**config.mk**
```make
export PLATFORM = sky130hd
export DESIGN_NAME = mult_rr_scheduler
export DESIGN_NICKNAME = d
export VERILOG_FILES = /design/src/rtl/mult_rr_scheduler.sv
export SDC_FILE = /design/constraint.sdc
export NUM_CORES = 1
export LEC_CHECK = 0
export ABC_AREA = 1
export BUFFER_PORTS_ARGS = -buffer_cell sky130_fd_sc_hd__buf_2
export CAP_MARGIN = 5
export CORE_AREA = 8 8 86 88
export CTS_CLUSTER_DIAMETER = 150
export CTS_CLUSTER_SIZE = 40
export DETAILED_ROUTE_END_ITERATION = 8
export DIE_AREA = 0 0 94 96
export PLACE_DENSITY = 0.84
export SYNTH_ARGS = -nofsm -noshare
export SYNTH_HDL_FRONTEND = slang
export SYNTH_SLANG_ARGS = --single-unit
```
**constraint.sdc**
```tcl
create_clock -name clk -period 4.1 [get_ports clk]
set_clock_uncertainty 0.05 [all_clocks]
set_input_delay 0.205 -clock clk [delete_from_list [all_inputs] [get_ports clk]]
set_output_delay 0.205 -clock clk [all_outputs]
set_load 0.01 [all_outputs]
```
**src/rtl/mult_rr_scheduler.sv**
```systemverilog
// -----------------------------------------------------------------------------
// mult_rr_scheduler
//   Shares one sequential signed multiplier among NREQ requesters. A
//   round-robin arbiter picks one pending request while idle. The scheduler
//   latches that requester's operands, pulses the multiplier start, and waits
//   for the multiplier's ready. It then holds the 2*NB-bit product, tagged
//   with the requester index, until the consumer takes it.
//
// Ports
//   clk, rst                 clock and asynchronous active-high reset
//   req_valid [NREQ]         per-requester request
//   req_a/req_b [NREQ*NB]    operands, requester i at [i*NB +: NB]
//   req_ready [NREQ]         one-hot acceptance pulse (valid in the IDLE cycle)
//   res_valid/res_ready      result handshake
//   res_product [2*NB]       signed product
//   res_id [IDW]             index of the requester owning the result
//   busy                     high whenever the scheduler is not idle
//   err_timeout              sticky multiplier-timeout flag, cleared by rst
//   mul_start/mul_a/mul_b    to the multiplier
//   mul_product/mul_ready    from the multiplier
// -----------------------------------------------------------------------------
module mult_rr_scheduler #(
    parameter int NB   = 8,
    parameter int NREQ = 4,
    parameter int IDW  = 2,
    parameter int TMO  = NB + 4
) (
    input  logic                 clk,
    input  logic                 rst,
    input  logic [NREQ-1:0]      req_valid,
    input  logic [NREQ*NB-1:0]   req_a,
    input  logic [NREQ*NB-1:0]   req_b,
    output logic [NREQ-1:0]      req_ready,
    output logic                 res_valid,
    input  logic                 res_ready,
    output logic [2*NB-1:0]      res_product,
    output logic [IDW-1:0]       res_id,
    output logic                 busy,
    output logic                 err_timeout,
    output logic                 mul_start,
    output logic [NB-1:0]        mul_a,
    output logic [NB-1:0]        mul_b,
    input  logic [2*NB-1:0]      mul_product,
    input  logic                 mul_ready
);

    localparam int PW = (NREQ > 1) ? $clog2(NREQ) : 1;
    localparam int TW = $clog2(TMO + 1);

    typedef enum logic [1:0] {IDLE, START, WAIT, DONE} state_t;

    state_t              state_reg;
    logic [PW-1:0]       rr_ptr_reg;
    logic [TW-1:0]       tmo_cnt_reg;
    logic                res_valid_reg;
    logic [2*NB-1:0]     res_product_reg;
    logic [IDW-1:0]      res_id_reg;
    logic                busy_reg;
    logic                err_timeout_reg;
    logic                mul_start_reg;
    logic [NB-1:0]       mul_a_reg;
    logic [NB-1:0]       mul_b_reg;

    // Per-requester operand views.
    logic [NB-1:0] a_slice [NREQ];
    logic [NB-1:0] b_slice [NREQ];

    generate
        for (genvar gi = 0; gi < NREQ; gi++) begin : g_slice
            assign a_slice[gi] = req_a[gi*NB +: NB];
            assign b_slice[gi] = req_b[gi*NB +: NB];
        end
    endgenerate

    // Round-robin search starting at rr_ptr. Scanning from the farthest
    // offset down lets the closest valid requester overwrite the result.
    logic          grant_any;
    logic [PW-1:0] grant_idx;
    logic [PW-1:0] next_ptr;

    always_comb begin
        int sum;
        grant_any = 1'b0;
        grant_idx = '0;
        sum       = 0;
        for (int k = NREQ - 1; k >= 0; k--) begin
            sum = int'(rr_ptr_reg) + k;
            if (sum >= NREQ)
                sum = sum - NREQ;
            if (req_valid[sum]) begin
                grant_any = 1'b1;
                grant_idx = PW'(sum);
            end
        end
        next_ptr = (grant_idx == PW'(NREQ - 1)) ? '0 : grant_idx + 1'b1;
    end

    // The acceptance pulse must appear in the same cycle the operands are
    // sampled, so it is decoded from the idle state rather than registered.
    // It is forced low while rst is asserted so every output reads zero in reset.
    logic [NREQ-1:0] grant_onehot;
    assign grant_onehot = {{(NREQ-1){1'b0}}, 1'b1} << grant_idx;
    assign req_ready    = (state_reg == IDLE && grant_any && !rst) ? grant_onehot : '0;

    always_ff @(posedge clk or posedge rst) begin
        if (rst) begin
            state_reg       <= IDLE;
            rr_ptr_reg      <= '0;
            tmo_cnt_reg     <= '0;
            res_valid_reg   <= 1'b0;
            res_product_reg <= '0;
            res_id_reg      <= '0;
            busy_reg        <= 1'b0;
            err_timeout_reg <= 1'b0;
            mul_start_reg   <= 1'b0;
            mul_a_reg       <= '0;
            mul_b_reg       <= '0;
        end else begin
            case (state_reg)
                IDLE: begin
                    if (grant_any) begin
                        mul_a_reg     <= a_slice[grant_idx];
                        mul_b_reg     <= b_slice[grant_idx];
                        res_id_reg    <= IDW'(grant_idx);
                        rr_ptr_reg    <= next_ptr;
                        mul_start_reg <= 1'b1;
                        busy_reg      <= 1'b1;
                        state_reg     <= START;
                    end
                end
                START: begin
                    // mul_ready seen here still belongs to the previous
                    // operation, so it is not looked at.
                    mul_start_reg <= 1'b0;
                    tmo_cnt_reg   <= '0;
                    state_reg     <= WAIT;
                end
                WAIT: begin
                    if (mul_ready) begin
                        res_product_reg <= mul_product;
                        res_valid_reg   <= 1'b1;
                        state_reg       <= DONE;
                    end else if (tmo_cnt_reg == TW'(TMO - 1)) begin
                        // Give up: still return the tag so the owner is not stranded.
                        err_timeout_reg <= 1'b1;
                        res_product_reg <= '0;
                        res_valid_reg   <= 1'b1;
                        state_reg       <= DONE;
                    end else begin
                        tmo_cnt_reg <= tmo_cnt_reg + 1'b1;
                    end
                end
                DONE: begin
                    if (res_ready) begin
                        res_valid_reg <= 1'b0;
                        busy_reg      <= 1'b0;
                        state_reg     <= IDLE;
                    end
                end
                default: begin
                    state_reg <= IDLE;
                end
            endcase
        end
    end

    assign res_valid   = res_valid_reg;
    assign res_product = res_product_reg;
    assign res_id      = res_id_reg;
    assign busy        = busy_reg;
    assign err_timeout = err_timeout_reg;
    assign mul_start   = mul_start_reg;
    assign mul_a       = mul_a_reg;
    assign mul_b       = mul_b_reg;

endmodule

```
# After elaboration in Yosys (flattened, before gate mapping)
# Cells that the tools add are included.
# totals
register_bits	46
word_cells	108
input_bits	88
out_inout_bits	42
# classes
addsub	9
n_reduce_logical	17
mux	49
n_shift	1
n_eq_ne	10
bitwise	2
order_cmp	9
# ops
cell	n
32-bit by 4-bit < comparator with 1-bit output, second input constant	4
32-bit two-way mux	4
8-bit binary-select mux with 2-bit select	2
16-bit two-way mux	2
8-bit two-way mux	4
2-bit two-way mux	9
1-bit two-way mux	16
3-bit AND reduction	5
3-bit greater-or-equal comparator, second input constant	4
4-bit two-way mux	3
3-bit by 3-bit subtractor with 4-bit output, second input constant	3
2-bit nonzero test	5
1-bit binary-select mux with 2-bit select	4
2-bit != test, second input constant	4
2-bit case mux with 4 select lines	1
4-bit case mux with 2 select lines	1
2-bit by 2-bit adder with 3-bit output, second input constant	2
2-bit equality test, second input constant	3
1-bit case mux with 2 select lines	3
2-bit AND reduction	3
4-bit by 1-bit adder with 4-bit output, second input constant	1
4-bit equality test, second input constant	1
1-bit by 2-bit left shift with 4-bit output, first input constant	1
2-bit by 3-bit subtractor with 4-bit output, second input constant	1
other kinds (10)	11

# Depth between registers and ports, before layout
# depth
ltp_word	14
mapped_depth	17
mapped_depth_nobuf	14

# Worst setup path after synthesis
# No wires, ideal clock.
# synth_timing
kind	register to output
start	reg rr_ptr_reg[0]
end	out req_ready[2]
t_required_ns	3.845
path_stages_with_launch	15
arrival_time_ns	1.741
setup_slack_ns	2.104
cell_sequence	dfrtp_1 buf_6 inv_6 nand2_1 and2_4 nor2_4 inv_2 nand3_2 nand2_2 buf_6 buf_6 inv_1 ha_1 inv_1 nor2_1
# synth_between
elab_chain_len	13
word_cells_on_any_way	39
# synth_rtl
element	line	text
from (decl)	53	logic [PW-1:0] rr_ptr_reg;
from (signal assigned)	125	rr_ptr_reg <= next_ptr;
2-bit by 2-bit adder with 3-bit output	87	sum = int'(rr_ptr_reg) + k;
3-bit by 3-bit subtractor with 4-bit output or 3-bit greater-or-equal comparator (tied branches)	89, 88	
32-bit two-way mux	88	if (sum >= NREQ)
1-bit binary-select mux with 2-bit select	90	if (req_valid[sum]) begin
1-bit two-way mux (not written as such) (2 in a row)	90	
1-bit two-way mux (4 in a row)	90	
1-bit logical AND (2 in a row)	103	assign req_ready = (state_reg == IDLE && grant_any && !rst) ? grant_onehot : '0;
4-bit two-way mux (*)	103	
to (decl)	33	output logic [NREQ-1:0] req_ready,
# Every way passes the cells marked *; elsewhere a longest branch is shown, timed or not. The select of a mux whose other input is x is not followed.

# Final worst setup path
# Same ends and word-level chain as after synthesis.

==> reports/qor.csv <==
stage,metric,value,unit
power,maximum VDD drop,407,µV
worst_setup_path,critical path startpoint,rr_ptr_reg[0],
clocking,hold buffers post-CTS,0,
worst_setup_path,FF-to-FF End,rr_ptr_reg[0],
detailed_routing,drt initial violations,188,
yosys,ys async rst share,1.00,
final_layout,Largest register FFs,16,
floorplanning,die area,9020,µm²
floorplanning,initial core utilization,0.498,
yosys,"Avg Cell Area, Syn",7.36,µm²
final_layout,synthesis-to-finish area growth,23.8,%
place,dpl hpwl,6490,µm
worst_setup_path,crit path max fanout,32,
timing,RSZ-0062 raised after global routing,false,
worst_setup_path,crit path DAT,2.80,ns
timing,FMAX,0.327,GHz
global_route,met3 Usage GRT,0.0530,
clocking,root buf cell,clkbuf_8,
final_layout,Multi-input gate area,1480,µm²
detailed_routing,ANT nets after route,0,
final_layout,Fillers,566,
global_route,met2 Use GR,0.330,
floorplanning,IO Count,130,
global_route,GRT Total Usage,0.190,
detailed_routing,drt drc,0,
yosys,Gate Count Post-Synth,412,
place,number of port buffers,129,
worst_hold_path,Hold Crit Class,in -> async,
worst_setup_path,Critical Path End Type,primary output,
timing,worst-margin pin slew,0.968,ns
timing,Fin. Hold Viols,0,
global_route,vias in the first global route,3017,
worst_setup_path,R2R Setup Slk,1.30,ns
clocking,Skew-Pair Late Insertion Delay,0.30,ns
clocking,CTS sink count,46,
yosys,Synth Cell Area,3030,µm²
floorplanning,Core ar.,6100,µm²
timing,Final period util,0.745,
yosys,post-synth cell types,32,
global_route,met1 global-route usage,0.225,
timing,fin crit period,3.05,ns
worst_setup_path,R2R depth,11,
clocking,Worst-path clk slew,0.09,ns
power,Static Leak,0.00222,µW
clocking,clock tree buffer depth,2,
detailed_routing,via density per instance,5.01,
power,Power per Cell Area,809,nW/µm²
global_route,initial antenna violation count,0,
worst_setup_path,CP Launch Type,flop,
clocking,CTS tree,yes,
floorplanning,Die Height,96,µm
final_layout,ANT cells,0,
yosys,Post-Syn Nets,508,
clocking,CTS resizes,0,
timing,"Slew Viols, Final",0,
yosys,Yosys Warn Count,0,
final_layout,nets@finish,626,
final_layout,share of layout cells above drive strength 1,0.341,
global_route,first-pass GRT wire length,14000,µm
final_layout,Reg area,1150,µm²
clocking,clock buffer count from CTS,5,
global_route,GRT overflow,0,
worst_setup_path,CP required,3.85,ns
yosys,ys flop type,dfrtp_1,
outcome,status,completed,
detailed_routing,drt total wl,8370,µm
yosys,Post-synth EDFFs,0,
worst_setup_path,worst setup path end,req_ready[2],
yosys,synthesis-stage register bit count,46,
timing,Setup TNS Final,0,ns
clocking,H-tree depth,2,
detailed_routing,average wire per standard cell,13.8,µm
global_route,GR peak layer,met2,
final_layout,Final Core Density,0.616,
yosys,sequential-to-total area share from yosys stat,0.379,
run,MaxCap Viol Count,0,
floorplanning,Die Span X,94,µm
clocking,Post CTS Setup Buffer Count,0,
place,Placer Congestion,0.833,
worst_setup_path,Reg-to-Reg Start,rr_ptr_reg[0],
worst_setup_path,critical path class,reg -> out,
detailed_routing,Vias,3049,
global_route,largest net degree at the start of global routing,47,
floorplanning,Site Rows,29,
timing,Rel. slew slack,0.354,
timing,final setup fails,0,
detailed_routing,TritonRoute pass-1 iters,5,
per-layer routing:
metal / up-vias / share of wire
li1: 1520 / -
met3: 10 / 0.073
met1: 1410 / 0.40
met4: 0 / 0.012
met5: - / 0
met2: 109 / 0.51
critical path, stage by stage (launching register included):
cell and delay (ns):
dfrtp_1 0.61, inv_6 0.09, nand2_2 0.06, nand2_1 0.07, nand2_2 0.11, nand2_4 0.06, nand2_2 0.09, nand3_2 0.24
nand2_2 0.58, inv_1 0.13, ha_1 0.22, inv_1 0.05, nor2_1 0.03, buf_2 0.13
layout make-up:
class,instances,area share
Clock inverter,2,0.00999
Clock buffer,6,0.0193
Sequential cell,46,0.306
Inverter,69,0.0709
Tap cell,77,0.0256
Timing Repair Buffer,130,0.174
Multi-Input combinational cell,278,0.394
cell usage after synthesis, types with 2 or more instances:
master    instances  share of area
and2_4            2         0.0058
buf_2             4         0.0066
buf_4             3         0.0074
buf_6             5          0.019
clkbuf_1          6         0.0074
dfrtp_1          46           0.38
ha_1              8          0.033
inv_1            65          0.080
inv_2             2         0.0025
nand2_1         103           0.13
nand2_2          18          0.037
nand2_4           3          0.011
nand3_1          80           0.13
nand3_2           2         0.0066
nand4_1           2         0.0041
nor2_1           16          0.020
nor2_2            3         0.0062
nor2_4            2         0.0074
o211ai_2          9          0.037
o21ai_0          11          0.018
o21bai_1          2         0.0049
or2_1            10          0.021
how the worst min path moves through the flow:
stage	end	depth (start not counted)	startpoint	slack [ns]
after CTS	res_product[1]	3	mul_product[1]	0.07
final	mul_a[2]	2	rst	0.07
after global routing	res_product[14]	3	mul_product[14]	0.07
after detailed placement	res_product[9]	3	mul_product[9]	0.39
after floorplan	res_product[13]	2	mul_product[13]	0.30
after global placement	res_product[14]	3	mul_product[14]	0.39
report_power, final:
group | switching (µW) | internal, µW | leakage [µW]
clock network | 158 | 182 | 0.0000514
logic | 1210 | 667 | 0.00160
registers | 145 | 674 | 0.000569
total | 1520 | 1520 | 0.00222
cells in the final DEF (no fill, tap or decap), drive strengths merged, types with 2 or more instances in the layout:
| cell | netlist | layout |
|---|---|---|
| o211ai | 10 | 10 |
| dfrtp | 46 | 46 |
| nand2 | 124 | 124 |
| buf | 13 | 130 |
| o21ai | 12 | 12 |
| ha | 8 | 8 |
| inv | 69 | 69 |
| o21bai | 2 | 2 |
| or2 | 10 | 10 |
| nor2 | 21 | 21 |
| and2 | 2 | 2 |
| nand4 | 2 | 2 |
| nand3 | 82 | 82 |
| clkbuf | 6 | 6 |
kinds of logic after synthesis:
kind of cell | share of synthesized area
adders and majority gates | 0.0330
xor gates and xnor gates | 0.00577
DFF | 0.379
AOI/OAI and AO/OA | 0.0709
and+or+nand+nor | 0.378
buffers and inverters | 0.133
stage by stage:
| stage | worst slack, ns | instance area, µm² | power [µW] | hold WS [ns] | instances |
|---|---|---|---|---|---|
| 3_5_place_dp | 1.31 | 3650 | 2720 | 0.391 | 600 |
| 3_3_place_gp | 1.40 | 3650 | 2640 | 0.388 | 600 |
| 6_report | 1.05 | 3760 | 3040 | 0.0700 | 608 |
| 4_1_cts | 1.05 | 3760 | 3070 | 0.0708 | 608 |
| 5_1_grt | 0.783 | 3760 | 3360 | 0.0690 | 608 |
| 2_1_floorplan | 2.10 | 3030 | 2340 | 0.300 | 412 |
(Power assumes the default switching activity.)
